### config.mk
export PLATFORM = sky130hd
export DESIGN_NAME = div_layer_signed_seq
export DESIGN_NICKNAME = d
export VERILOG_FILES = /design/src/rtl/div_layer_signed_seq.sv
export SDC_FILE = /design/constraint.sdc
export NUM_CORES = 1
export LEC_CHECK = 0
export CAP_MARGIN = 15
export CORE_UTILIZATION = 35
export CTS_CLUSTER_SIZE = 25
export DETAILED_ROUTE_END_ITERATION = 10
export PLACE_DENSITY = 0.56
export SLEW_MARGIN = 20
export SYNTH_ARGS = -nofsm -noshare
export SYNTH_HDL_FRONTEND = slang
export SYNTH_SLANG_ARGS = --single-unit
### constraint.sdc
create_clock -name clk -period 2.65 [get_ports clk]
set_input_delay 0.53 -clock clk [delete_from_list [all_inputs] [get_ports clk]]
set_output_delay 0.53 -clock clk [all_outputs]
set_load 0.01 [all_outputs]
### src/rtl/div_layer_signed_seq.sv
// Sequential signed restoring divider: one quotient bit per cycle, valid/ready on both sides.
// Optional DIV_ZERO_FASTPATH_EN: a zero divisor skips the iterations and retires straight after capture.
module div_layer_signed_seq #(
    parameter int width1 = 8
) (
    input  logic              clk,
    input  logic              rst,
    input  logic              in_valid,
    output logic              in_ready,
    input  logic [width1-1:0] dividend,
    input  logic [width1-1:0] divisor,
    output logic              out_valid,
    input  logic              out_ready,
    output logic [width1-1:0] quotient,
    output logic [width1-1:0] remainder,
    output logic              div_by_zero
);
    localparam int CW = $clog2(width1);

    typedef enum logic [2:0] {IDLE, LOAD, CALC, FIX, DONE} state_t;

    state_t            state;
    logic [width1-1:0] dvd_raw, dsr_raw;
    logic [width1-1:0] dvd, dsr;
    logic [width1:0]   rem;
    logic [CW-1:0]     cnt;
    logic              sign_q, sign_r, zero;

    // {rem, dvd} shifted left one place; trial sign bit decides the quotient bit
    logic [width1+1:0] rem_sh, trial;
    assign rem_sh = {rem, dvd[width1-1]};
    assign trial  = rem_sh - {2'b00, dsr};

    always_ff @(posedge clk) begin
        if (rst) begin
            state       <= IDLE;
            in_ready    <= 1'b1;
            out_valid   <= 1'b0;
            quotient    <= '0;
            remainder   <= '0;
            div_by_zero <= 1'b0;
            dvd_raw     <= '0;
            dsr_raw     <= '0;
            dvd         <= '0;
            dsr         <= '0;
            rem         <= '0;
            cnt         <= '0;
            sign_q      <= 1'b0;
            sign_r      <= 1'b0;
            zero        <= 1'b0;
        end else begin
            case (state)
                IDLE: if (in_valid) begin
                    dvd_raw  <= dividend;
                    dsr_raw  <= divisor;
                    sign_q   <= dividend[width1-1] ^ divisor[width1-1];
                    sign_r   <= dividend[width1-1];
                    zero     <= (divisor == '0);
                    in_ready <= 1'b0;
                    state    <= LOAD;
                end
                LOAD: begin
                    // most negative operand maps to 2^(width1-1), still exact as unsigned
                    dvd <= dvd_raw[width1-1] ? -dvd_raw : dvd_raw;
                    dsr <= dsr_raw[width1-1] ? -dsr_raw : dsr_raw;
                    rem <= '0;
                    cnt <= CW'(width1 - 1);
`ifdef DIV_ZERO_FASTPATH_EN
                    if (zero) begin
                        quotient    <= '1;
                        remainder   <= dvd_raw;
                        div_by_zero <= 1'b1;
                        out_valid   <= 1'b1;
                        state       <= DONE;
                    end else begin
                        state <= CALC;
                    end
`else
                    state <= CALC;
`endif
                end
                CALC: begin
                    if (!trial[width1+1]) begin
                        rem <= trial[width1:0];
                        dvd <= {dvd[width1-2:0], 1'b1};
                    end else begin
                        rem <= rem_sh[width1:0];
                        dvd <= {dvd[width1-2:0], 1'b0};
                    end
                    cnt <= cnt - 1'b1;
                    if (cnt == '0) state <= FIX;
                end
                FIX: begin
                    if (zero) begin
                        quotient    <= '1;
                        remainder   <= dvd_raw;
                        div_by_zero <= 1'b1;
                    end else begin
                        quotient    <= sign_q ? -dvd : dvd;
                        remainder   <= sign_r ? -rem[width1-1:0] : rem[width1-1:0];
                        div_by_zero <= 1'b0;
                    end
                    out_valid <= 1'b1;
                    state     <= DONE;
                end
                DONE: if (out_ready) begin
                    out_valid <= 1'b0;
                    in_ready  <= 1'b1;
                    state     <= IDLE;
                end
                default: state <= IDLE;
            endcase
        end
    end
endmodule

# ---- Word-level counts from Yosys, hierarchy flattened
# Cells that the tools add are included.
dict set report word_totals {
  ff_bits 69
  in_bits 20
  out_inout_bits 19
  wordCells 60
}
dict set report classes {
  n_addsub 6
  n_eq_ne 7
  n_mux 21
  bitwise_logic 1
  reduce_logical 10
}
# op n
set ops {}
lappend ops {{8-bit two-way mux} 6}
lappend ops {{8-bit negation} 4}
lappend ops {{9-bit one-hot mux with 2 select lines} 1}
lappend ops {{8-bit one-hot mux with 2 select lines} 1}
lappend ops {{3-bit one-hot mux with 5 select lines} 1}
lappend ops {{10-bit by 8-bit subtractor with 10-bit output} 1}
lappend ops {{3-bit two-way mux} 3}
lappend ops {{9-bit two-way mux} 1}
lappend ops {{8-bit zero test} 1}
lappend ops {{3-bit by 2-bit == test with 1-bit output (second input constant)} 2}
lappend ops {{3-bit zero test} 2}
lappend ops {{2-bit != test (second input constant)} 3}
lappend ops {{3-bit one-hot mux with 2 select lines} 1}
lappend ops {{3-bit AND reduction} 2}
lappend ops {{2-bit nonzero test} 3}
lappend ops {{1-bit two-way mux} 5}
lappend ops {{1-bit one-hot mux with 2 select lines} 2}
lappend ops {{2-bit AND reduction} 2}
lappend ops {{3-bit by 1-bit == test with 1-bit output (second input constant)} 1}
lappend ops {{3-bit == test (second input constant)} 1}
lappend ops {{3-bit by 1-bit subtractor with 3-bit output (second input constant)} 1}
lappend ops {{1-bit XOR} 1}

# ---- Longest topological paths before layout
# Gate-level depths: netlist of run 1.
dict set report depth {
  word_depth 3
  depth_mapped 10
  mapped_depth_nobuf 10
}

# ---- Least setup slack after synthesis of run 1
# No wires, ideal clock.
dict set report synth_path {
  path_type {register -> register}
  from {reg rem[3]}
  to {reg rem[0]}
  setup_time_ns 0.117
  arrival_time_ns 1.869
  required_time_ns 2.533
  setup_slack_ns 0.664
  path_stages_with_launch 8
  n_path_buf 0
  period_less_slack_ns 1.986
  cell_sequence {dfxtp_1 ha_1 a21oi_1 o211ai_1 nor2_1 xnor2_4 mux2i_1 a32o_1}
}
dict set report synth_via {
  elab_chain_len 3
}
# element line
set synth_lines {}
lappend synth_lines {{from (decl)} 25} ;# logic [width1:0] rem;
lappend synth_lines {{from (signal assigned)} 84} ;# rem <= trial[width1:0];
lappend synth_lines {{from (signal assigned)} 87} ;# rem <= rem_sh[width1:0];
lappend synth_lines {{10-bit by 8-bit subtractor with 10-bit output} 32} ;# assign trial = rem_sh - {2'b00, dsr};
lappend synth_lines {{9-bit two-way mux} 83} ;# if (!trial[width1+1]) begin
lappend synth_lines {{9-bit one-hot mux with 2 select lines} 52} ;# case (state)
# No other way between the ends.
# A chain may end at the register's enable or synchronous reset.

# ---- Worst setup path after layout of run 1
dict set report layout_path {
  from {reg rem[2]}
  to {reg rem[0]}
}
# The elaborated chain is that of the path after synthesis.

==> results of run 1 <==
==> cell usage in the layout, fill, tap and decap left out, types with 3 or more instances in the layout <==
cell type        netlist  final
or2_2                  3      3
buf_4                  0      9
nand3_1                5      5
o31ai_1                7      7
clkdlybuf4s50_1        0     37
ha_1                  14     14
nand3b_1               3      3
clkbuf_8               0     11
nand2b_1               7      7
nand2_1               87     87
o21ai_0               23     23
xnor2_1               20     20
nor3_1                17     17
dfxtp_1               68     68
nor2_1                34     34
nor4_1                 4      4
inv_1                 22     22
a21oi_1               44     44
xor2_1                 8      8
a211oi_1              11     11
mux2i_1               12     12
nor2b_1                5      5
a22oi_1                7      7
==> cell type report <==
class / count / area (um2)
flip-flops and latches: 68 / 1361
clock buffers: 13 / 158.9
clock inverters: 2 / 10.01
well taps: 133 / 166.4
repair buffers: 47 / 442.9
multi-input cells: 337 / 2008
inverters: 22 / 82.58
fillers: 1064 / 5589
==> state kept, by name (all words and copies together), names as in the netlist, 3 cells and up <==
| signal | count |
|---|---|
| cnt | 3 |
| dsr | 8 |
| dsr_raw | 8 |
| dvd | 8 |
| dvd_raw | 8 |
| quotient | 8 |
| rem | 9 |
| remainder | 8 |
| state | 3 |
==> cell usage after synthesis, types with 2 or more instances <==
master	instances	share of area
a211oi_1	11	0.023
nor2_1	34	0.036
nand2_1	87	0.092
o211ai_1	2	0.0042
nand3_1	5	0.0070
a221oi_1	2	0.0049
inv_1	22	0.023
dfxtp_1	68	0.38
mux2i_1	12	0.034
and2_1	2	0.0035
a22oi_1	7	0.015
or2_2	3	0.0053
ha_1	14	0.049
buf_2	2	0.0028
nand3b_1	3	0.0063
nor2b_1	5	0.0088
clkbuf_1	24	0.025
nor3_1	17	0.024
o41ai_1	2	0.0049
or3_1	2	0.0035
a21oi_1	44	0.062
o21ai_0	23	0.032
o31ai_1	7	0.015
xor2_1	8	0.020
nor4_1	4	0.0070
or4_1	2	0.0042
nand2b_1	7	0.012
o21bai_1	2	0.0042
xnor2_1	20	0.049
==> metal layers <==
metal	vias up	track usage	part of all wire
li1	1620	-	-
met1	1338	0.2351	0.49
met2	55	0.2667	0.45
met3	8	0.03525	0.049
met4	0	0.04875	0.0086
met5	-	0	0
==> logic make-up after synthesis <==
kind of cell,count (synthesis),synth area share
adders and majority gates,15,0.05489
AOI/OAI and AO/OA,107,0.1826
xor gates and xnor gates,29,0.07671
muxes,12,0.03378
buffers and inverters,49,0.05243
DFF,68,0.3828
and+or+nand+nor,174,0.2167
==> worst max-delay path, cell delays in order (launching register included) <==
cell and delay (ps):
dfxtp_1 380, ha_1 380, o211ai_1 140, a211oi_1 260
nor2_1 140, xnor2_4 390, mux2i_1 130, a32o_1 270
==> power groups by stage <==
| stage | Sequential, mW | Clock, mW | Combinational (mW) |
|---|---|---|---|
| finish | 1.16 | 0.751 | 0.680 |
| global route | 1.18 | 0.832 | 0.768 |
| CTS | 1.16 | 0.781 | 0.687 |
| detailed placement | 1.19 | 0 | 0.683 |
| global placement | 1.18 | 0 | 0.670 |
| floorplan | 1.16 | 0 | 0.532 |
==> worst max path at each step <==
stage | depth (start not counted) | end | slack (ps) | start
after floorplan | 7 | rem[0]$_SDFFE_PP0P_ | 660 | rem[3]$_SDFFE_PP0P_
after global placement | 7 | rem[0]$_SDFFE_PP0P_ | 510 | rem[3]$_SDFFE_PP0P_
after detailed placement | 7 | rem[0]$_SDFFE_PP0P_ | 440 | rem[2]$_SDFFE_PP0P_
after CTS | 7 | rem[0]$_SDFFE_PP0P_ | 430 | rem[1]$_SDFFE_PP0P_
after global routing | 7 | rem[1]$_SDFFE_PP0P_ | 220 | rem[1]$_SDFFE_PP0P_
final | 7 | rem[0]$_SDFFE_PP0P_ | 450 | rem[2]$_SDFFE_PP0P_
==> flow_metrics.tcl, run 1 <==
set metrics [dict create \
    slew_headroom 0.4987 \
    grt_pass1_vias 2846 \
    cp_max_fo 10 \
    clk_latency_ps 330 \
    antennaDiodeCount 0 \
    min_period_ps 2198 \
    drcViolationCount 0 \
    numClockSinks 68 \
    pwr-share-seq 0.448 \
    vias 3021 \
    ys_seq_elements 68 \
    cts_root_buffer "clkbuf_8" \
    crit_required_ps 2880 \
    globalplace.congestion 0.8422 \
    overflow 0 \
    internal-power_mw 1.788 \
    grt_max_degree 25 \
    tns_ps 0 \
    power_frac_comb 0.262 \
    final_cells 622 \
    final_area_um2 4230 \
    rows 36 \
    cts_inserted_buffers 9 \
    globalRouteTotalUtil 0.1699 \
    postRouteWirelength_mm 8.113 \
    whs_endpoint "dsr[7]$_SDFFE_PP0P_" \
    cp.arrival_ps 2430 \
    drv_cap 0 \
    r2r_end "rem[0]$_SDFFE_PP0P_" \
    syn-cell-area_um2 3556 \
    ir_drop_v 0.0002559 \
    top_level_ports 39 \
    ys_types 42 \
    core_area_um2 9819 \
    dpl.hpwl_mm 5.910 \
    setup_ws_ps 452.2 \
    reg2reg_from "rem[2]$_SDFFE_PP0P_" \
    avgViaCountPerCell 4.857 \
    net-switching-power_mw 0.8054 \
    skew_ps 5.872 \
    path_clk_slew_ps 70 \
    placedCellCount 607 \
    synth_flop_cell "dfxtp_1" \
    hp-start "dsr[7]$_SDFFE_PP0P_" \
    yosysSeqAreaShare 0.3828 \
    drive_gt1_frac 0.05930 \
    synthArstFlopShare 0 \
    period_share 0.8294 \
    finalPower_mw 2.593 \
    io_buffers 38 \
    timing.hold.ws_ps 453.5 \
    area_growth_syn_to_layout_pct 18.97 \
    fin_util 0.4308 \
    ant_nets 0 \
    min_path_cells 2 \
    cts.path.max_buffers 2 \
    die_area_um2 10570 \
    pwr-share-clk 0.290 \
    place_area_um2 4061 \
    end_kind "register" \
    htree_num_levels 3 \
    fmax_mhz 455.0 \
    firstDrtPassIters 4 \
    cp-start-kind "register" \
    swShare 0.3105 \
    rsz0062_at_grt "no" \
    antenna_found_initial 0 \
    place_worst_setup_slack_ps 443.1 \
    rr_worst_depth 7 \
    hold_class "reg -> reg" \
    r2r_slack_ps 450 \
    slew_viol_final 0 \
    cts_hold_buf 0 \
    yosys_warnings 0 \
    initial_core_util 0.3621 \
    tightest_slew_ps 750.9 \
    layout.nets 520 \
    post_cts_buffers 0 \
    p_per_area_nw_per_um2 613.1 \
    die_w_um 102.8 \
    worstSetupPathType "reg -> reg" \
    cts_tree "built" \
    die_h_um 102.8 \
    p_leak_nw 1.522 \
    finalSetupViolCount 0 \
    postSynthCellCount 454 \
    wl_per_cell_um 13.04 \
    cts_resized 0 \
    drtIter0Drc 167 \
    grt_first_pass_wirelength_mm 13.81 \
    synth_edf_count 0 \
    synth_area_per_cell_um2 7.832 \
    hold_viol_final 0 \
    outcome "finished clean" \
    synth_fp_nets 489 \
]
(Power assumes the default switching activity.)
==> run 2, diff against run 1 <==
--- a/config.mk
+++ b/config.mk
@@ -9,7 +9,7 @@
 export CORE_UTILIZATION = 35
 export CTS_CLUSTER_SIZE = 25
 export DETAILED_ROUTE_END_ITERATION = 10
-export PLACE_DENSITY = 0.56
+export PLACE_DENSITY = 0.58
 export SLEW_MARGIN = 20
 export SYNTH_ARGS = -nofsm -noshare
 export SYNTH_HDL_FRONTEND = slang
==> constraint.sdc (replaced) <==
create_clock -name clk -period 2 [get_ports clk]
set_input_delay 0.4 -clock clk [delete_from_list [all_inputs] [get_ports clk]]
set_output_delay 0.4 -clock clk [all_outputs]
set_load 0.01 [all_outputs]
==> flow_metrics.tcl, run 2 (synthesis gave the netlist of run 1 again) <==
set metrics [dict create \
    antennaDiodeCount 0 \
    drcViolationCount 0 \
    end_kind "register" \
    finalSetupViolCount 0 \
    skew_ps 9.195 \
    io_buffers 38 \
    path_buf_inv 2 \
    setup.worst_path.start "dsr[7]$_SDFFE_PP0P_" \
    globalRouteTotalUtil 0.1711 \
    fin_util 0.4713 \
    overflow 0 \
    cp-start-kind "register" \
    setup.worst_path.end "rem[3]$_SDFFE_PP0P_" \
    vias 3175 \
    tightest_slew_ps 535.9 \
    grt-busiest-layer "met2" \
    drive_gt1_frac 0.1660 \
    worstSetupPathType "reg -> reg" \
    final_common_cell "nand2_1" \
    top_register "rem" \
    r2r_slack_ps 60 \
    cp_max_fo 5 \
    net-switching-power_mw 1.153 \
    antenna_found_initial 0 \
    p_per_area_nw_per_um2 840.7 \
    grt_first_pass_wirelength_mm 14.12 \
    die_w_um 102.8 \
    path_delay_family "compound AO/OA/AOI/OAI gates" \
    drv_cap 0 \
    top_level_ports 39 \
    cts_hold_buf 0 \
    cts.path.max_buffers 2 \
    cpPeakStageDelay_ps 320 \
    area_growth_syn_to_layout_pct 30.15 \
    final_area_um2 4628 \
    slew_headroom 0.6422 \
    layout_common_cells "nand2_1 (87), dfxtp_1 (58), a21oi_1 (42), clkdlybuf4s50_1 (37), nor2_1 (33)" \
    pwr-share-clk 0.310 \
    avgViaCountPerCell 4.922 \
    clk_latency_ps 350 \
    drtIter0Drc 101 \
    numClockSinks 68 \
    cts_tree "built" \
    ant_nets 0 \
    hold_class "in -> reg" \
    reg2reg_from "dsr[7]$_SDFFE_PP0P_" \
    layout.nets 544 \
    outcome "finished clean" \
    grt_max_degree 33 \
    internal-power_mw 2.738 \
    met2_usage 0.2759 \
    htree_num_levels 3 \
    r2r_end "rem[3]$_SDFFE_PP0P_" \
    power_frac_comb 0.293 \
    rr_worst_depth 9 \
    firstDrtPassIters 4 \
    cpMaxStageDelayCell "dfxtp_2" \
    postRouteWirelength_mm 8.552 \
    hold_viol_final 0 \
    p_leak_nw 1.684 \
    cp.arrival_ps 2160 \
    initial_core_util 0.3621 \
    largest_reg_flops 9 \
    cts_root_buffer "clkbuf_8" \
    period_share 0.9681 \
    timing.hold.ws_ps 346.5 \
    grt_pass1_vias 3040 \
    place_area_um2 4209 \
    fmax_mhz 516.5 \
    dpl.hpwl_mm 6.128 \
    cts_inserted_buffers 9 \
    core_area_um2 9819 \
    grtUsageMet1 0.2311 \
    min_period_ps 1936 \
    pwr-share-seq 0.396 \
    slew_viol_final 0 \
    globalplace.congestion 0.9404 \
    use_met3 0.03390 \
    rows 36 \
    path_cells "inv_1 > ha_4 > a211oi_2 > o211ai_1 > nor2_2 > xnor2_4 > buf_6 > mux2i_1 > o21ai_1" \
    ir_drop_v 0.0004586 \
    swShare 0.2963 \
    wl_per_cell_um 13.26 \
    die_area_um2 10570 \
    die_h_um 102.8 \
    crit_required_ps 2220 \
    path_clk_slew_ps 70 \
    cp.depth 9 \
]
-- run 2: cell count changes in the layout (fill, tap and decap cells not counted), sizes merged --
cell	before	now
clkinv	2	0
bufinv	0	1
buf	10	34
-- run 2: power groups by stage --
stage | Sequential, mW | Clock (mW) | Combinational [mW]
final | 1.54 | 1.21 | 1.14
after global placement | 1.56 | 0 | 0.983
after detailed placement | 1.57 | 0 | 1.00
after floorplan | 1.53 | 0 | 0.706
after CTS | 1.54 | 1.24 | 1.06
after global routing | 1.56 | 1.30 | 1.27
-- run 2: stage by stage --
step / total power, mW / setup TNS, ps / worst slack (ps) / instances
global route: 4.130 / -78.71 / -63.38 / 645
detailed placement: 2.572 / -158.6 / -40.17 / 625
finish: 3.891 / 0 / 63.89 / 645
global placement: 2.547 / 0 / 15.72 / 625
CTS: 3.832 / 0 / 5.155 / 640
floorplan: 2.237 / 0 / 13.56 / 454
-- run 2: how the worst min path moves through the flow --
stage	from	end	depth (start not counted)
floorplan	dsr[7]$_SDFFE_PP0P_	dsr[7]$_SDFFE_PP0P_	2
global placement	div_by_zero$_SDFFE_PP0P_	div_by_zero$_SDFFE_PP0P_	2
detailed placement	remainder[2]$_SDFFE_PP0P_	remainder[2]$_SDFFE_PP0P_	2
CTS	rst	cnt[0]$_SDFFE_PP0P_	2
global route	rst	cnt[0]$_SDFFE_PP0P_	2
finish	rst	cnt[0]$_SDFFE_PP0P_	2
-- run 2: timing repair --
action,in CTS,in global routing
setup endpoints to repair,7,11
pin swaps,1,17
gates resized for setup,7,35
setup buffers,1,6
-- run 2: per-layer routing --
metal / vias up / routed length, um
met3: 12 / 372
met1: 1451 / 4147
met4: 0 / 139
met2: 59 / 3892
li1: 1653 / -
met5: - / 0
-- run 2: area by class of cell --
class	count	area [um2]
inverters	22	82.58
fillers	1017	5191
repair buffers	71	646.9
well taps	133	166.4
multi-input cells	337	2147
flip-flops and latches	68	1376
clock buffers	13	178.9
clock inverters	1	30.03
